File: src/rtl/slip_frame_decoder.sv
// slip_frame_decoder: SLIP (RFC 1055) de-framer between a UART byte stream and
// the packet layer. One decoded byte is held back so that END can tag it as the
// last byte of its frame. Errors abort the frame and pulse protocol_error.
// Optional feature macro: SLIP_FRAME_DECODER_FRAME_COUNT_EN adds frame_count[15:0],
// a count of frames delivered without abort.
module slip_frame_decoder #(
  parameter int MAX_FRAME_LENGTH = 256
) (
  input  logic        clock,
  input  logic        reset,
  input  logic        in_valid,
  output logic        in_ready,
  input  logic [7:0]  in_data,
  output logic        out_valid,
  input  logic        out_ready,
  output logic [7:0]  out_data,
  output logic        out_last,
  output logic        out_abort,
`ifdef SLIP_FRAME_DECODER_FRAME_COUNT_EN
  output logic [15:0] frame_count,
`endif
  output logic        protocol_error
);

  localparam int         LEN_W   = $clog2(MAX_FRAME_LENGTH + 1);
  localparam logic [7:0] C_END   = 8'hC0;
  localparam logic [7:0] C_ESC   = 8'hDB;
  localparam logic [7:0] C_E_END = 8'hDC;
  localparam logic [7:0] C_E_ESC = 8'hDD;

  typedef enum logic [1:0] {HUNT, DATA, ESCAPE} state_t;

  state_t             state_q, state_d;
  logic               hold_valid_q;
  logic [7:0]         hold_data_q;
  logic [LEN_W-1:0]   len_q;
  logic               out_valid_q, out_last_q, out_abort_q, perr_q;
  logic [7:0]         out_data_q;

  logic               acc;
  logic               dec_v;       // a decoded byte is to be stored this cycle
  logic [7:0]         dec_b;
  logic               frame_end;   // END closing a frame in DATA
  logic               err_abort;   // frame aborted by bad escape / over-length

  // A new byte may enter only when the output slot is free or draining now,
  // so any emit triggered by that byte always has room.
  assign in_ready = !out_valid_q || out_ready;
  assign acc      = in_valid && in_ready;

  // Classify the accepted byte and pick the next FSM state.
  always_comb begin
    state_d   = state_q;
    dec_v     = 1'b0;
    dec_b     = in_data;
    frame_end = 1'b0;
    err_abort = 1'b0;
    if (acc) begin
      case (state_q)
        HUNT: if (in_data == C_END) state_d = DATA;
        DATA: begin
          if (in_data == C_END)      frame_end = 1'b1;
          else if (in_data == C_ESC) state_d = ESCAPE;
          else                       dec_v = 1'b1;
        end
        ESCAPE: begin
          if (in_data == C_E_END) begin
            dec_v = 1'b1; dec_b = C_END; state_d = DATA;
          end else if (in_data == C_E_ESC) begin
            dec_v = 1'b1; dec_b = C_ESC; state_d = DATA;
          end else if (in_data == C_END) begin
            // END still delimits, so the next frame starts immediately
            err_abort = 1'b1; state_d = DATA;
          end else begin
            err_abort = 1'b1; state_d = HUNT;
          end
        end
        default: state_d = HUNT;
      endcase
      // A full frame cannot take another byte: drop it and abort.
      if (dec_v && len_q == LEN_W'(MAX_FRAME_LENGTH)) begin
        dec_v     = 1'b0;
        err_abort = 1'b1;
        state_d   = HUNT;
      end
    end
  end

  // FSM, holding register, length counter and registered output slot.
  always_ff @(posedge clock) begin
    if (reset) begin
      state_q      <= HUNT;
      hold_valid_q <= 1'b0;
      hold_data_q  <= 8'h00;
      len_q        <= '0;
      out_valid_q  <= 1'b0;
      out_data_q   <= 8'h00;
      out_last_q   <= 1'b0;
      out_abort_q  <= 1'b0;
      perr_q       <= 1'b0;
    end else begin
      state_q <= state_d;
      perr_q  <= err_abort;
      if (in_ready) begin
        out_valid_q <= 1'b0;
        out_last_q  <= 1'b0;
        out_abort_q <= 1'b0;
      end
      if (frame_end || err_abort) begin
        if (hold_valid_q) begin
          out_valid_q <= 1'b1;
          out_data_q  <= hold_data_q;
          out_last_q  <= 1'b1;
          out_abort_q <= err_abort;
        end
        hold_valid_q <= 1'b0;
        len_q        <= '0;
      end else if (dec_v) begin
        if (hold_valid_q) begin
          out_valid_q <= 1'b1;
          out_data_q  <= hold_data_q;
        end
        hold_data_q  <= dec_b;
        hold_valid_q <= 1'b1;
        len_q        <= len_q + LEN_W'(1);
      end
    end
  end

`ifdef SLIP_FRAME_DECODER_FRAME_COUNT_EN
  logic [15:0] frame_count_q;
  // Count good frames as their last byte leaves; wraps naturally.
  always_ff @(posedge clock) begin
    if (reset)
      frame_count_q <= 16'h0000;
    else if (out_valid_q && out_ready && out_last_q && !out_abort_q)
      frame_count_q <= frame_count_q + 16'h0001;
  end
  assign frame_count = frame_count_q;
`endif

  assign out_valid      = out_valid_q;
  assign out_data       = out_data_q;
  assign out_last       = out_last_q;
  assign out_abort      = out_abort_q;
  assign protocol_error = perr_q;

endmodule

File: config.mk
export PLATFORM = sky130hd
export DESIGN_NAME = slip_frame_decoder
export DESIGN_NICKNAME = d
export VERILOG_FILES = /design/src/rtl/slip_frame_decoder.sv
export SDC_FILE = /design/constraint.sdc
export NUM_CORES = 1
export LEC_CHECK = 0
export BUFFER_PORTS_ARGS = -buffer_cell sky130_fd_sc_hd__buf_4
export CAP_MARGIN = 5
export CORE_ASPECT_RATIO = 0.8
export CORE_MARGIN = 5
export CORE_UTILIZATION = 40
export DETAILED_ROUTE_END_ITERATION = 7
export GPL_TIMING_DRIVEN = 0
export PLACE_DENSITY = 0.64
export SETUP_SLACK_MARGIN = 0.4
export SYNTH_ARGS = -nofsm -noshare
export SYNTH_HDL_FRONTEND = slang
export SYNTH_SLANG_ARGS = --single-unit
File: constraint.sdc
create_clock -name clock -period 2.02 [get_ports clock]
set_clock_uncertainty 0.1 [all_clocks]
set_input_delay 0.404 -clock clock [delete_from_list [all_inputs] [get_ports clock]]
set_output_delay 0.404 -clock clock [all_outputs]
set_load 0.1 [all_outputs]
* Word level (Yosys, flattened, before mapping)
Index checks and enable logic that the tools add are counted.
** Operators by class
- Add/subtract/negate cells :: 1
- Reduce and logical (&&, ||, !) cells :: 10
- Mux-type cells :: 41
- Bitwise logic cells :: 1
- Eq/ne operators :: 10
** Operator list (count)
- $mux 8 :: 7
- $eq 8x8->1 const B :: 4
- $mux 1 :: 28
- $add 9x1->9 const B :: 1
- $eq 9x9->1 const B :: 1
- $ne 3x3->1 const B :: 3
- $mux 2 :: 4
- $pmux 2 s3 :: 1
- $reduce_and 4->1 :: 1
- $eq 2x1->1 const B :: 1
- $eq 2x2->1 const B :: 1
- $logic_and 1x1->1 :: 2
- $logic_not 2->1 :: 1
- $logic_or 1x1->1 :: 2
- $pmux 1 s2 :: 1
- $reduce_and 2->1 :: 1
- $reduce_bool 2->1 :: 1
- $reduce_or 2->1 :: 1
- $logic_not 1->1 :: 1
- $not 1->1 :: 1
** Storage, ports and cells
- Bits in registers :: 32
- Output and inout bits :: 13
- Word-level logic and storage cells :: 72

* Logic depth before layout (Yosys ltp)
- Word-level depth :: 11
- Gate-level depth with buffers :: 8
- Mapped depth without buffers :: 7

* Least setup slack after synthesis
Ideal clock, no wire load.
- Kind :: reg-to-reg
- Start :: register out_valid_q, in the netlist out_valid
- End :: register hold_data_q[4]
- Data arrival time :: 3.027 ns
- Setup time :: 0.116 ns
- Required time :: 1.804 ns
- Stages on the path, launching flop included :: 8
- Clock period less this slack :: 3.244 ns
- Path slack :: -1.224 ns
- Buffers on the path :: 2
- Path through :: dfxtp_1 nand2b_1 clkbuf_1 nand2_1 a2111oi_4 buf_6 a21oi_1 a41o_1
** On the way
- Cells in the longest elaborated chain, start to end :: 7
** RTL lines
- from (decl) :: line 37 : logic out_valid_q, out_last_q, out_abort_q, perr_q;
- from (signal assigned) :: line 96 : out_valid_q <= 1'b0;
- from (signal assigned) :: line 105 : out_valid_q <= 1'b0;
- from (signal assigned) :: line 111 : out_valid_q <= 1'b1;
- $logic_not 1->1 (*) :: line 48 : assign in_ready = !out_valid_q || out_ready;
- $logic_or 1x1->1 (*) :: line 48
- named net in_ready :: line 12 : output logic in_ready,
- $logic_and 1x1->1 (*) :: line 49 : assign acc = in_valid && in_ready;
- $mux 1 :: line 58 : if (acc) begin
- $logic_or 1x1->1 :: line 109 : if (frame_end || err_abort) begin
- $not 1->1 (no line)
- $reduce_and 2->1 (no line)
- to (signal assigned) :: line 94 : hold_data_q <= 8'h00;
- to (signal assigned) :: line 123 : hold_data_q <= dec_b;
- to (decl) :: line 35 : logic [7:0] hold_data_q;
Mark *: on every way through the listed nets, which the timed path passes. The rest lies on a longest branch.
A chain may end at the register's enable or synchronous reset.

* Worst setup path in the final report
- Start :: register len_q[5]
- End :: register out_abort_q, in the netlist out_abort
** On the way
- Cells in the longest elaborated chain, start to end :: 6
** RTL lines
- from (decl) :: line 36 : logic [LEN_W-1:0] len_q;
- from (signal assigned) :: line 125 : len_q <= len_q + LEN_W'(1);
- $eq 9x9->1 (*) :: line 81 : if (dec_v && len_q == LEN_W'(MAX_FRAME_LENGTH)) begin
- $logic_and 1x1->1 (*) :: line 81
- $mux 1 (*) :: line 81
- $mux 1 (*) :: line 58
- $mux 1 / $logic_or 1x1->1 (equally long branches) :: line 110, 109
- $mux 1 (*) :: line 109
- to (signal assigned) :: line 114 : out_abort_q <= err_abort;
- to (decl) :: line 37
Every way passes the cells marked *; elsewhere a longest branch is shown, timed or not.

==> impl_metrics.py <==
metrics = {
    "status": {
        "status": "finished clean",
    },
    "floorplanning": {
        "core_sq_um": 4514,
        "die_area_sq_um": 6059,
        "fp.dieH_um": 70.63,
        "fp.dieW_um": 85.79,
        "core.rowCount": 22,
        "ios": 25,
        "initial_core_util": 0.4072,
    },
    "routing": {
        "vias_per_cell": 5.882,
        "ant_nets": 0,
        "routedWlPerCell_um": 17.52,
        "detail_route.iter0.violations": 126,
        "first_pass_iters": 4,
        "drcViolationCount": 0,
        "vias": 1947,
        "wl_um": 5799,
    },
    "worst_setup_path": {
        "critPathSlowestCell": "or4_4",
        "crit_type": "reg2reg",
        "slowest_delay_ns": 0.56,
        "arrival_ns": 2.03,
        "crit_fanout": 4,
        "required_ns": 2.12,
        "critPathLaunchType": "register",
        "worstPathCellList": "or4_4, buf_6, a2111oi_4, nor2_2, o32ai_1",
        "cp_top_family": "simple AND/OR/NAND/NOR gates",
        "rrSetupSlack_ns": 0.09,
        "path_buf_inv": 1,
        "critPathCaptureType": "register",
    },
    "cts": {
        "cts_tree": "done",
        "cts_buffers": 5,
        "path_clk_slew_ns": 0.07,
        "cts_root_buffer": "clkbuf_8",
        "clock_latency_ns": 0.29,
        "ctsLongestPathBuffers": 2,
        "cts_hold_buf": 0,
        "cts_sinks": 32,
        "cts.htree.levels": 2,
    },
    "global_route": {
        "grt-ovfl-total": 0,
        "grt_usage": 0.1947,
        "grt_pass1_wl_um": 9446,
        "grt_max_degree": 11,
        "antenna_found_initial": 0,
        "grt_pass1_vias": 1921,
    },
    "cells_and_area": {
        "antenna_cells": 0,
        "drive_gt1_frac": 0.5166,
        "layout-area-overhead-vs-synth_pct": 59.63,
        "nNetsFinal": 289,
    },
    "sta": {
        "finalCritPeriodShare": 0.9562,
        "slew_headroom": 0.6610,
        "finalSetupViolations": 0,
        "rsz0062_at_grt": "yes",
        "drv_slew": 0,
        "tns_ns": 0,
        "hold_violations": 0,
        "hold_slack_ns": 0.2833,
        "worst_slew_pin_slew_ns": 0.5085,
        "max_freq_ghz": 0.5177,
        "period_minus_slack_ns": 1.932,
    },
    "synthesis": {
        "synth_nets": 230,
        "synthCells": 211,
        "synthDistinctLibCells": 52,
        "yosysWarnings": 0,
        "synth_enable_flop_cells": 0,
        "synth.avg_cell_area_sq_um": 8.711,
        "yosysSeqAreaShare": 0.3485,
        "synth_area_sq_um": 1838,
        "synth-async-reset-ratio": 0,
        "synthFlopType": "dfxtp_1",
        "ys_ff_latch": 32,
    },
    "place": {
        "numPortBuffers": 23,
        "dp_hpwl_um": 3358,
        "gp_congestion": 0.7978,
    },
    "power": {
        "powerDensity_nw_per_um2": 477.7,
        "ir_worst_vdd_mv": 0.3019,
        "cellLeakagePower_uw": 0.001120,
    },
    "hold_path": {
        "hold_class": "in2reg",
    },
    "job": {
        "cap_violations": 0,
    },
}
-- where the power goes --
part | switching (uW) | internal (uW) | total [uW]
Combinational | 48.9 | 31.2 | 80.1
Sequential | 0.223 | 624 | 624
Clock | 262 | 435 | 697
-- worst min-delay path: stages --
cell and delay [ns]:
buf_4 0.08, nand3b_1 0.09, a21oi_1 0.05
-- through the flow --
stage / total power (uW) / utilization / worst slack (ns) / instance area, sq um / instances
finish: 1402 / 0.6499 / 0.08845 / 2934 / 331
global route: 1458 / 0.6499 / 0.02272 / 2934 / 331
CTS: 1407 / 0.6062 / 0.1025 / 2736 / 326
detailed placement: 707.3 / 0.4751 / -0.2825 / 2145 / 294
global placement: 707.2 / 0.4751 / -0.2758 / 2145 / 294
floorplan: 674.2 / - / 0.06844 / 1897 / 211
-- cells in the final DEF, fill, tap and decap left out, drive strengths merged, types with 3 or more instances in the layout --
| cell type | n |
|---|---|
| a2111oi | 4 |
| a21oi | 11 |
| a32oi | 9 |
| a41o | 3 |
| and2 | 3 |
| and3 | 4 |
| buf | 55 |
| clkbuf | 15 |
| dfxtp | 32 |
| ha | 7 |
| inv | 6 |
| nand2 | 30 |
| nand3 | 7 |
| nand3b | 3 |
| nand4 | 8 |
| nor2 | 20 |
| o21ai | 8 |
| o311ai | 9 |
| or4 | 4 |
| xnor2 | 6 |
-- worst paths after layout --
check,from,end,depth (start not counted)
worst max-delay path,len_q[5]$_SDFFE_PP0P_,out_abort$_SDFF_PP0_,5
worst min-delay path,out_ready,out_last$_SDFF_PP0_,3
worst max register to register,len_q[5]$_SDFFE_PP0P_,out_abort$_SDFF_PP0_,5
worst min register to register,hold_data_q[7]$_SDFFE_PP0P_,hold_data_q[7]$_SDFFE_PP0P_,2
-- sequential cells by signal (all words and copies together), names as in the netlist --
signal and cells:
len_q 9, hold_data_q 8, out_data 8, state_q 2
hold_valid_q 1, out_abort 1, out_last 1, out_valid 1
protocol_error 1
-- final cells by class --
class	instances	area [sq um]
sequential	32	664.4
fill	355	1580
clock buffer	7	96.34
buffer	12	122.6
multi-input combinational	161	1468
inverter	7	35.03
clock inverter	1	30.03
tap	60	75.07
timing repair buffer	51	442.9
-- synthesized netlist by cell type, types with 3 or more instances --
master	instances	share of area
ha_1	7	0.048
nand3b_1	3	0.012
o311ai_0	9	0.043
a32oi_1	8	0.038
clkbuf_1	8	0.016
nor2_1	18	0.037
inv_1	7	0.014
dfxtp_1	32	0.35
o21ai_0	8	0.022
or4_1	4	0.016
a41o_1	3	0.016
nand4_1	8	0.027
nand3_1	6	0.016
nand2_1	30	0.061
a21oi_1	11	0.030
xnor2_1	6	0.029
-- logic make-up (layout without fill, tap and decap cells) --
logic type / Yosys count / in the layout / share of synthesized area
AOI/OAI and AO/OA: 56 / 57 / 0.2573
xor gates and xnor gates: 6 / 6 / 0.02859
adders and majority gates: 7 / 7 / 0.04765
buffers and inverters: 19 / 78 / 0.04833
DFF: 32 / 32 / 0.3485
muxes: 1 / 1 / 0.005446
and+or+nand+nor: 90 / 90 / 0.2641
-- what timing repair did --
action                                  4_1_cts  5_1_grt
endpoints found under the setup margin       33       33
buffers inserted                             21        5
pin swaps                                    14       13
resized for setup                            69       39
gates cloned                                  3        0
-- layer usage --
layer	global-route usage	vias to the layer above	share of wire
li1	-	925	-
met1	0.2582	937	0.44
met2	0.3009	73	0.47
met3	0.06286	12	0.074
met4	0.06151	0	0.018
met5	0	-	0
Note: power is estimated with default switching activity, not from simulation.
